===== src/rtl/pipe_stage_reg.sv =====
`default_nettype none
// =============================================================================
// Module   : pipe_stage_reg
// Purpose  : Valid/ready pipeline register with a saturating backpressure
//            counter. Define PIPE_STAGE_SKID_EN for a main + one-entry skid
//            buffer (capacity 2, registered in_ready); otherwise the stage
//            is a single register with in_ready = out_ready | ~out_valid.
// Revision : 1.0 - initial release
// =============================================================================
module pipe_stage_reg #(
    parameter int DATA_W = 160,
    parameter int CNT_W  = 16
) (
    input  logic              clk,
    input  logic              rst,
    input  logic              flush,
    input  logic              in_valid,
    output logic              in_ready,
    input  logic [DATA_W-1:0] in_data,
    output logic              out_valid,
    input  logic              out_ready,
    output logic [DATA_W-1:0] out_data,
    output logic [CNT_W-1:0]  stall_cnt
);

    localparam logic [CNT_W-1:0] CNT_MAX = '1;

    logic              main_valid;
    logic [DATA_W-1:0] main_data;
    logic              in_fire;
    logic              out_fire;

    assign out_valid = main_valid;
    assign out_data  = main_data;
    assign in_fire   = in_valid & in_ready;
    assign out_fire  = main_valid & out_ready;

`ifdef PIPE_STAGE_SKID_EN
    logic              skid_valid;
    logic [DATA_W-1:0] skid_data;

    // in_ready depends only on skid state, so it never sees out_ready combinationally.
    assign in_ready = ~skid_valid;

    always_ff @(posedge clk) begin
        if (rst || flush) begin
            main_valid <= 1'b0;
            main_data  <= '0;
            skid_valid <= 1'b0;
            skid_data  <= '0;
        end else if (out_fire) begin
            if (skid_valid) begin
                main_data  <= skid_data;
                skid_valid <= 1'b0;
            end else if (in_fire) begin
                main_data  <= in_data;
            end else begin
                main_valid <= 1'b0;
            end
        end else if (in_fire) begin
            if (main_valid) begin
                skid_valid <= 1'b1;
                skid_data  <= in_data;
            end else begin
                main_valid <= 1'b1;
                main_data  <= in_data;
            end
        end
    end
`else
    assign in_ready = out_ready | ~main_valid;

    always_ff @(posedge clk) begin
        if (rst || flush) begin
            main_valid <= 1'b0;
            main_data  <= '0;
        end else if (in_fire) begin
            main_valid <= 1'b1;
            main_data  <= in_data;
        end else if (out_fire) begin
            main_valid <= 1'b0;
        end
    end
`endif

    // Flush deliberately leaves the counter alone; only rst clears it.
    always_ff @(posedge clk) begin
        if (rst) begin
            stall_cnt <= '0;
        end else if (main_valid && !out_ready && stall_cnt != CNT_MAX) begin
            stall_cnt <= stall_cnt + 1'b1;
        end
    end

endmodule
`default_nettype wire


===== config.mk =====
export PLATFORM = sky130hd
export DESIGN_NAME = pipe_stage_reg
export DESIGN_NICKNAME = d
export VERILOG_FILES = /design/src/rtl/pipe_stage_reg.sv
export SDC_FILE = /design/constraint.sdc
export NUM_CORES = 1
export LEC_CHECK = 0
export BUFFER_PORTS_ARGS = -buffer_cell sky130_fd_sc_hd__buf_2
export CAP_MARGIN = 5
export CORE_AREA = 4 4 131 133
export CTS_BUF_LIST = sky130_fd_sc_hd__clkbuf_4 sky130_fd_sc_hd__clkbuf_8
export CTS_CLUSTER_SIZE = 16
export DETAILED_ROUTE_END_ITERATION = 6
export DIE_AREA = 0 0 135 137
export GPL_TIMING_DRIVEN = 0
export PLACE_DENSITY = 0.78
export SETUP_SLACK_MARGIN = 0.15
export SLEW_MARGIN = 20
export SYNTH_ARGS = -nofsm -noshare
export SYNTH_HDL_FRONTEND = slang
export SYNTH_SLANG_ARGS = --single-unit

===== constraint.sdc =====
create_clock -name clk -period 2.2 [get_ports clk]
set_clock_uncertainty 0.05 [all_clocks]
set_input_delay 0.33 -clock clk [delete_from_list [all_inputs] [get_ports clk]]
set_output_delay 0.33 -clock clk [all_outputs]
set_load 0.02 [all_outputs]

==> run_results.csv, run 1 <==
group,metric,value,unit
placed_design,port_buffers,341,
global_routing,antenna_found_initial,0,
sta,slew_headroom,58.69,%
cells_and_area,layout-drive-gt1-share,34.93,%
logic_synthesis,yosys.cell_types.count,33,
setup_path,r2r-start,"stall_cnt[0]$_SDFFE_PP0P_",
power,powerDensity,752.3,nW/um^2
die,initial_utilization,40.04,%
routing,routedWlPerCell,15.31,um
global_routing,track_usage,21.76,%
global_routing,grt_pass1_vias,6216,
global_routing,grt_pass1_wl,31750,um
setup_path,cp-startpoint,"stall_cnt[0]$_SDFFE_PP0P_",
die,coreArea,15830,um^2
clock_network,clk_pin_slew,0.10,ns
logic_synthesis,synth_warnings,0,
setup_path,required,2.53,ns
clock_network,post_cts_buffers,0,
routing,ant_nets,0,
logic_synthesis,synthesis.nets,965,
setup_path,cp-endpoint,"stall_cnt[4]$_SDFFE_PP0P_",
logic_synthesis,synth_top_cell_by_area,"dfxtp_1",
routing,dr.pass1.iters,5,
logic_synthesis,synth_edf_count,0,
cells_and_area,area.growth.synth_to_final,38.60,%
placed_design,hpwl,16260,um
routing,routed-via-count,6670,
setup_path,crit_path_max_fanout,10,
flow_run,cap_viol_max_count,0,
sta,setup_violations,0,
setup_path,slowest_delay,0.40,ns
logic_synthesis,ys_seq_area_share,55.91,%
logic_synthesis,synth_area,6337,um^2
min_path,min_path_type,"in -> reg",
sta,max_clock_freq,527.3,MHz
logic_synthesis,ys.flop_type,"dfxtp_1",
setup_path,r2r-end,"stall_cnt[4]$_SDFFE_PP0P_",
setup_path,path_cells,"ha_1 -> nand3_2 -> and4bb_4 -> buf_6 -> or4_1 -> a21oi_1",
die,die_area,18500,um^2
power,finalPower,6.608,mW
cells_and_area,diodes,0,
sta,tns,0,ns
die,rows,46,
outcome,status,"complete, no violations",
sta,min_period,1.897,ns
setup_path,critPathArrivalTime,2.23,ns
power,leakage,4.144,nW
clock_network,cts_hold_buf,0,
setup_path,crit_path_start_kind,"register",
sta,rsz0062_at_grt,"yes",
logic_synthesis,avgSynthCellArea,7.932,um^2
clock_network,htreeDepth,4,
power,vdd_drop_max,0.4071,mV
routing,drt-total-wl,21240,um
clock_network,cts-root-buf,"clkbuf_8",
logic_synthesis,synthTopCellsByArea,"dfxtp_1 (56%), nand2_1 (20%), a21oi_1 (13%), buf_2 (2.0%), clkbuf_1 (1.8%)",
clock_network,cts_buffers,17,
cells_and_area,instances_no_fill,1387,
setup_path,crit_path_top_delay_cell,"dfxtp_1",
cells_and_area,finalNetCount,1325,
die,die_h,137,um
routing,post_drt_via_cell_ratio,4.809,
setup_path,worst_r2r_path_depth,6,
sta,hold_violations,0,
sta,worstMarginPinSlew,0.6197,ns
sta,slew_violations,0,
die,io_pins,343,
clock_network,clkLatencyLatePin,0.45,ns
setup_path,crit_path_end_kind,"register",
die,die_x,135,um
clock_network,cts.sinks,177,
routing,drc,0,
setup_path,crit_type,"reg -> reg",
placed_design,globalplace.congestion,0.8363,
logic_synthesis,synth_top_area_share,55.91,%
logic_synthesis,synthCells,799,
global_routing,grt_max_degree,17,
clock_network,cts_buffer_depth,2,
global_routing,grt.overflow.total,0,
placed_design,dp.cells,1356,
clock_network,cts_tree,"done",
sta,period_share,86.21,%
logic_synthesis,synthArstFlopShare,0,%
routing,drt_iter0_drc,255,
logic_synthesis,ys_seq_elements,177,
setup_path,rrSetupSlack,0.30,ns
-- what timing repair did --
action                                 in CTS  in global routing
setup endpoints to repair                  67                106
resized for setup                           1                  9
endpoints found under the hold margin       0                  0
-- stage by stage --
stage	instance area [um^2]	hold WS, ns	setup WS [ns]	util (%)
floorplan	6337	0.4007	0.3615	-
global placement	8314	0.3882	0.02107	52.53
detailed placement	8314	0.3931	0.009468	52.53
CTS	8767	0.01971	0.1601	55.39
global route	8783	0.02033	0.1259	55.49
finish	8783	0.05369	0.3035	55.49
-- flip-flops by register name, indices dropped and copies added, names as in the netlist --
| signal | count |
|---|---|
| out_valid | 1 |
| out_data | 160 |
| stall_cnt | 16 |
-- synthesized netlist by cell type, types with 3 or more instances --
| master | n |
|---|---|
| nand3_1 | 5 |
| dfxtp_1 | 177 |
| buf_2 | 25 |
| o31ai_1 | 4 |
| nor2_1 | 9 |
| nand4_1 | 6 |
| clkbuf_1 | 30 |
| a21oi_1 | 169 |
| nand2_1 | 330 |
| o41ai_1 | 3 |
| or4_1 | 5 |
| nor2b_1 | 3 |
| inv_1 | 3 |
| o21ai_0 | 3 |
-- final cells by class --
cell class / count / area (um^2)
Clock inverter: 13 / 202.7
Multi-Input combinational cell: 562 / 2532
Fill cell: 1470 / 7044
Timing Repair Buffer: 341 / 1707
Inverter: 3 / 11.26
Clock buffer: 18 / 247.7
Tap cell: 216 / 270.3
Sequential cell: 177 / 3543
Buffer: 57 / 269.0
-- worst min-delay path by stage --
stage / depth (start not counted) / end / slack [ns] / start
global route: 3 / out_data[100]$_SDFFE_PP0P_ / 0.02 / in_data[100]
detailed placement: 2 / out_data[127]$_SDFFE_PP0P_ / 0.39 / out_data[127]$_SDFFE_PP0P_
global placement: 2 / out_data[141]$_SDFFE_PP0P_ / 0.39 / out_data[141]$_SDFFE_PP0P_
floorplan: 2 / out_valid$_SDFFE_PP0P_ / 0.40 / in_valid
finish: 3 / out_data[124]$_SDFFE_PP0P_ / 0.05 / in_data[124]
CTS: 3 / out_data[47]$_SDFFE_PP0P_ / 0.02 / in_data[47]
-- placed cells by master, fill, tap and decap left out, types with 3 or more instances in the layout --
cell	count
a21oi_1	169
buf_2	363
bufinv_16	4
clkbuf_1	29
clkbuf_8	18
dfxtp_1	177
inv_1	3
nand2_1	329
nand3_1	4
nand4_1	6
nor2_1	9
o21ai_0	3
o31ai_1	4
o41ai_1	3
or4_1	5
-- routing by layer --
metal  routed length (um)  up-vias  track usage (%)  part of all wire [%]
met2                10610      262            38.02                    50
met5                    0        -                0                     0
met3                 1961       31            7.757                   9.2
met1                 8089     3033            24.50                    38
met4                  574        0            8.007                   2.7
li1                     -     3344                -                     -
-- critical path, delay by kind of cell, from the launching register on --
family	cells	cell delay, ns
compound gates	1	0.15
fa+ha+maj	1	0.30
buf+inv	1	0.14
flops	1	0.40
simple gates	3	0.80
-- report_power, final --
group / internal [mW] / total [mW] / switching (mW) / leakage (nW)
clock network: 1.29 / 2.52 / 1.23 / 0.220
logic: 0.270 / 0.743 / 0.474 / 2.48
registers: 3.30 / 3.34 / 0.0457 / 1.44
total: 4.85 / 6.61 / 1.75 / 4.14
-- logic make-up (layout without fill, tap and decap cells) --
logic type | count (synthesis) | count (layout) | synth area share (%)
adders and majority gates | 1 | 1 | 0.1974
xor gates and xnor gates | 1 | 1 | 0.1382
AOI/OAI and AO/OA | 184 | 184 | 15.18
DFF | 177 | 177 | 55.91
and+or+nand+nor | 373 | 373 | 23.77
muxes | 3 | 3 | 0.5133
buffers and inverters | 60 | 432 | 4.284
Power figures use the tool's default switching activity.
==> inputs of run 2 (changes only) <==
--- a/config.mk
+++ b/config.mk
@@ -7,13 +7,13 @@
 export LEC_CHECK = 0
 export BUFFER_PORTS_ARGS = -buffer_cell sky130_fd_sc_hd__buf_2
 export CAP_MARGIN = 5
-export CORE_AREA = 4 4 131 133
-export CTS_BUF_LIST = sky130_fd_sc_hd__clkbuf_4 sky130_fd_sc_hd__clkbuf_8
+export CORE_AREA = 4 4 133 135
 export CTS_CLUSTER_SIZE = 16
 export DETAILED_ROUTE_END_ITERATION = 6
-export DIE_AREA = 0 0 135 137
+export DIE_AREA = 0 0 137 139
 export GPL_TIMING_DRIVEN = 0
-export PLACE_DENSITY = 0.78
+export HOLD_SLACK_MARGIN = 0.15
+export PLACE_DENSITY = 0.76
 export SETUP_SLACK_MARGIN = 0.15
 export SLEW_MARGIN = 20
 export SYNTH_ARGS = -nofsm -noshare
==> run 2 against run 1 <==
- non-clock buffer count is 161 higher
- sequential cell count is the same
- final cell count is 12% higher
- core utilization increased by 8.7 points
- setup slack worse by 0.033 ns
- largest power group unchanged
==> run_results.csv, run 2 (same netlist as run 1, synthesis figures left out) <==
group,metric,value,unit
global_routing,busiest_layer,"met2",
cells_and_area,fillers,1283,
global_routing,met1_usage,26.74,%
global_routing,grt_pass1_vias,7707,
global_routing,grt_pass1_wl,38360,um
power,leakage,4.904,nW
power,p_int,5.546,mW
clock_network,post_cts_buffers,0,
clock_network,clk_pin_slew,0.07,ns
power,powerDensity,713.4,nW/um^2
die,die_h,139,um
sta,period_share,87.72,%
power,seqPwrFrac,44.4,%
sta,hold_violations,0,
min_path,min_path_type,"in -> reg",
die,rows,47,
cells_and_area,final_common_cell,"buf_2",
routing,dr.pass1.iters,5,
global_routing,track_usage,25.19,%
global_routing,antenna_found_initial,0,
routing,drt-total-wl,25390,um
setup_path,crit_path_end_kind,"register",
sta,worstMarginPinSlew,0.5973,ns
power,switching_share,26.44,%
cells_and_area,instances_no_fill,1553,
clock_network,clkLatencyLatePin,0.42,ns
die,coreArea,16470,um^2
sta,setup_violations,0,
flow_run,cap_viol_max_count,0,
cells_and_area,diodes,0,
placed_design,globalplace.congestion,0.8776,
sta,slew_violations,0,
sta,max_clock_freq,518.2,MHz
cells_and_area,finalNetCount,1486,
routing,post_drt_via_cell_ratio,4.941,
placed_design,port_buffers,341,
outcome,status,"complete, no violations",
setup_path,required,2.50,ns
die,io_pins,343,
routing,routedWlPerCell,16.35,um
cells_and_area,fin_area,10570,um^2
cells_and_area,post-route-util,64.19,%
routing,ant_nets,0,
routing,drt_iter0_drc,356,
power,p_sw,1.994,mW
sta,setup_slack,0.2703,ns
setup_path,crit_path_max_fanout,10,
placed_design,hpwl,16010,um
global_routing,gr-usage-met3,7.475,%
clock_network,cts_tree,"done",
clock_network,cts_buffers,17,
cells_and_area,layout-drive-gt1-share,30.68,%
setup_path,crit_path_start_kind,"register",
global_routing,grt_max_degree,18,
die,initial_utilization,38.49,%
cells_and_area,largest_reg_flops,160,
clock_network,htreeDepth,4,
global_routing,met2_usage,44.10,%
power,combinationalPowerShare,13.3,%
clock_network,cts.sinks,177,
placed_design,dp.cells,1360,
routing,routed-via-count,7674,
setup_path,crit_type,"reg -> reg",
die,die_area,19040,um^2
power,vdd_drop_max,0.5116,mV
routing,drc,0,
setup_path,critPathArrivalTime,2.23,ns
global_routing,grt.overflow.total,0,
clock_network,cts-root-buf,"clkbuf_16",
power,finalPower,7.540,mW
placed_design,place_ws,-0.01743,ns
clock_network,cts_buffer_depth,2,
cells_and_area,layout_common_cells,"buf_2 (363), nand2_1 (329), dfxtp_1 (177)",
sta,slew_headroom,60.18,%
cells_and_area,area.growth.synth_to_final,66.77,%
sta,min_period,1.930,ns
sta,rsz0062_at_grt,"no",
die,die_x,137,um
placed_design,place_area,8319,um^2
power,clkPwrFrac,42.3,%
## run 2: changes by cell type in the layout (fill, tap and decap cells not counted), sizes merged
cell | before | now
inv | 6 | 12
clkinv | 4 | 2
dlygate4sd3 | 0 | 161
bufinv | 4 | 2
clkinvlp | 2 | 0
buf | 366 | 367
## run 2: critical path, stage by stage, from the launching register on
cell      delay [ns]
dfxtp_1         0.38
ha_1            0.27
nand3_1         0.20
and4bb_4        0.28
buf_6           0.14
or4_1           0.39
a21oi_1         0.15
## run 2: per-layer routing
layer,up-vias,part of all wire (%)
met5,-,0
met4,0,4.4
met3,92,9.0
met2,393,50
met1,3521,37
li1,3668,-
## run 2: final timing paths
path                                                  from                          to  slack (ns)  depth (start not counted)
worst max-delay path             stall_cnt[0]$_SDFFE_PP0P_   stall_cnt[4]$_SDFFE_PP0P_        0.27                          6
worst min-delay path                                   rst   stall_cnt[8]$_SDFFE_PP0P_        0.18                          2
worst max register to register   stall_cnt[0]$_SDFFE_PP0P_   stall_cnt[4]$_SDFFE_PP0P_        0.27                          6
worst min register to register  out_data[130]$_SDFFE_PP0P_  out_data[130]$_SDFFE_PP0P_        0.40                          2
## run 2: layout make-up
cell class	count	area [um^2]	share of cell area, %
well taps	220	275.3	2.604
plain buffers	57	269.0	2.545
clock buffers	19	452.9	4.286
inverters	3	11.26	0.1065
clock inverters	13	166.4	1.575
multi-input cells	562	2532	23.96
repair buffers	502	3318	31.40
flip-flops and latches	177	3543	33.53
## run 2: power by group through the flow
| stage | logic, mW | registers (mW) | clock network, mW |
|---|---|---|---|
| finish | 1.00 | 3.35 | 3.19 |
| global route | 1.08 | 3.35 | 3.37 |
| detailed placement | 0.742 | 3.42 | 0 |
| floorplan | 0.275 | 3.53 | 0 |
| CTS | 0.973 | 3.34 | 3.23 |
| global placement | 0.735 | 3.41 | 0 |
## run 2: repair_timing
action / CTS / global route
hold endpoints to repair: 161 / 0
hold buffers: 161 / 0
endpoints found under the setup margin: 89 / 157
gates resized for setup: 1 / 8
## run 2: through the flow
step / setup TNS [ns] / hold WS (ns)
global route: 0 / 0.1825
CTS: 0 / 0.1625
global placement: 0 / 0.3883
detailed placement: -0.04095 / 0.3930
finish: 0 / 0.1831
floorplan: 0 / 0.4007
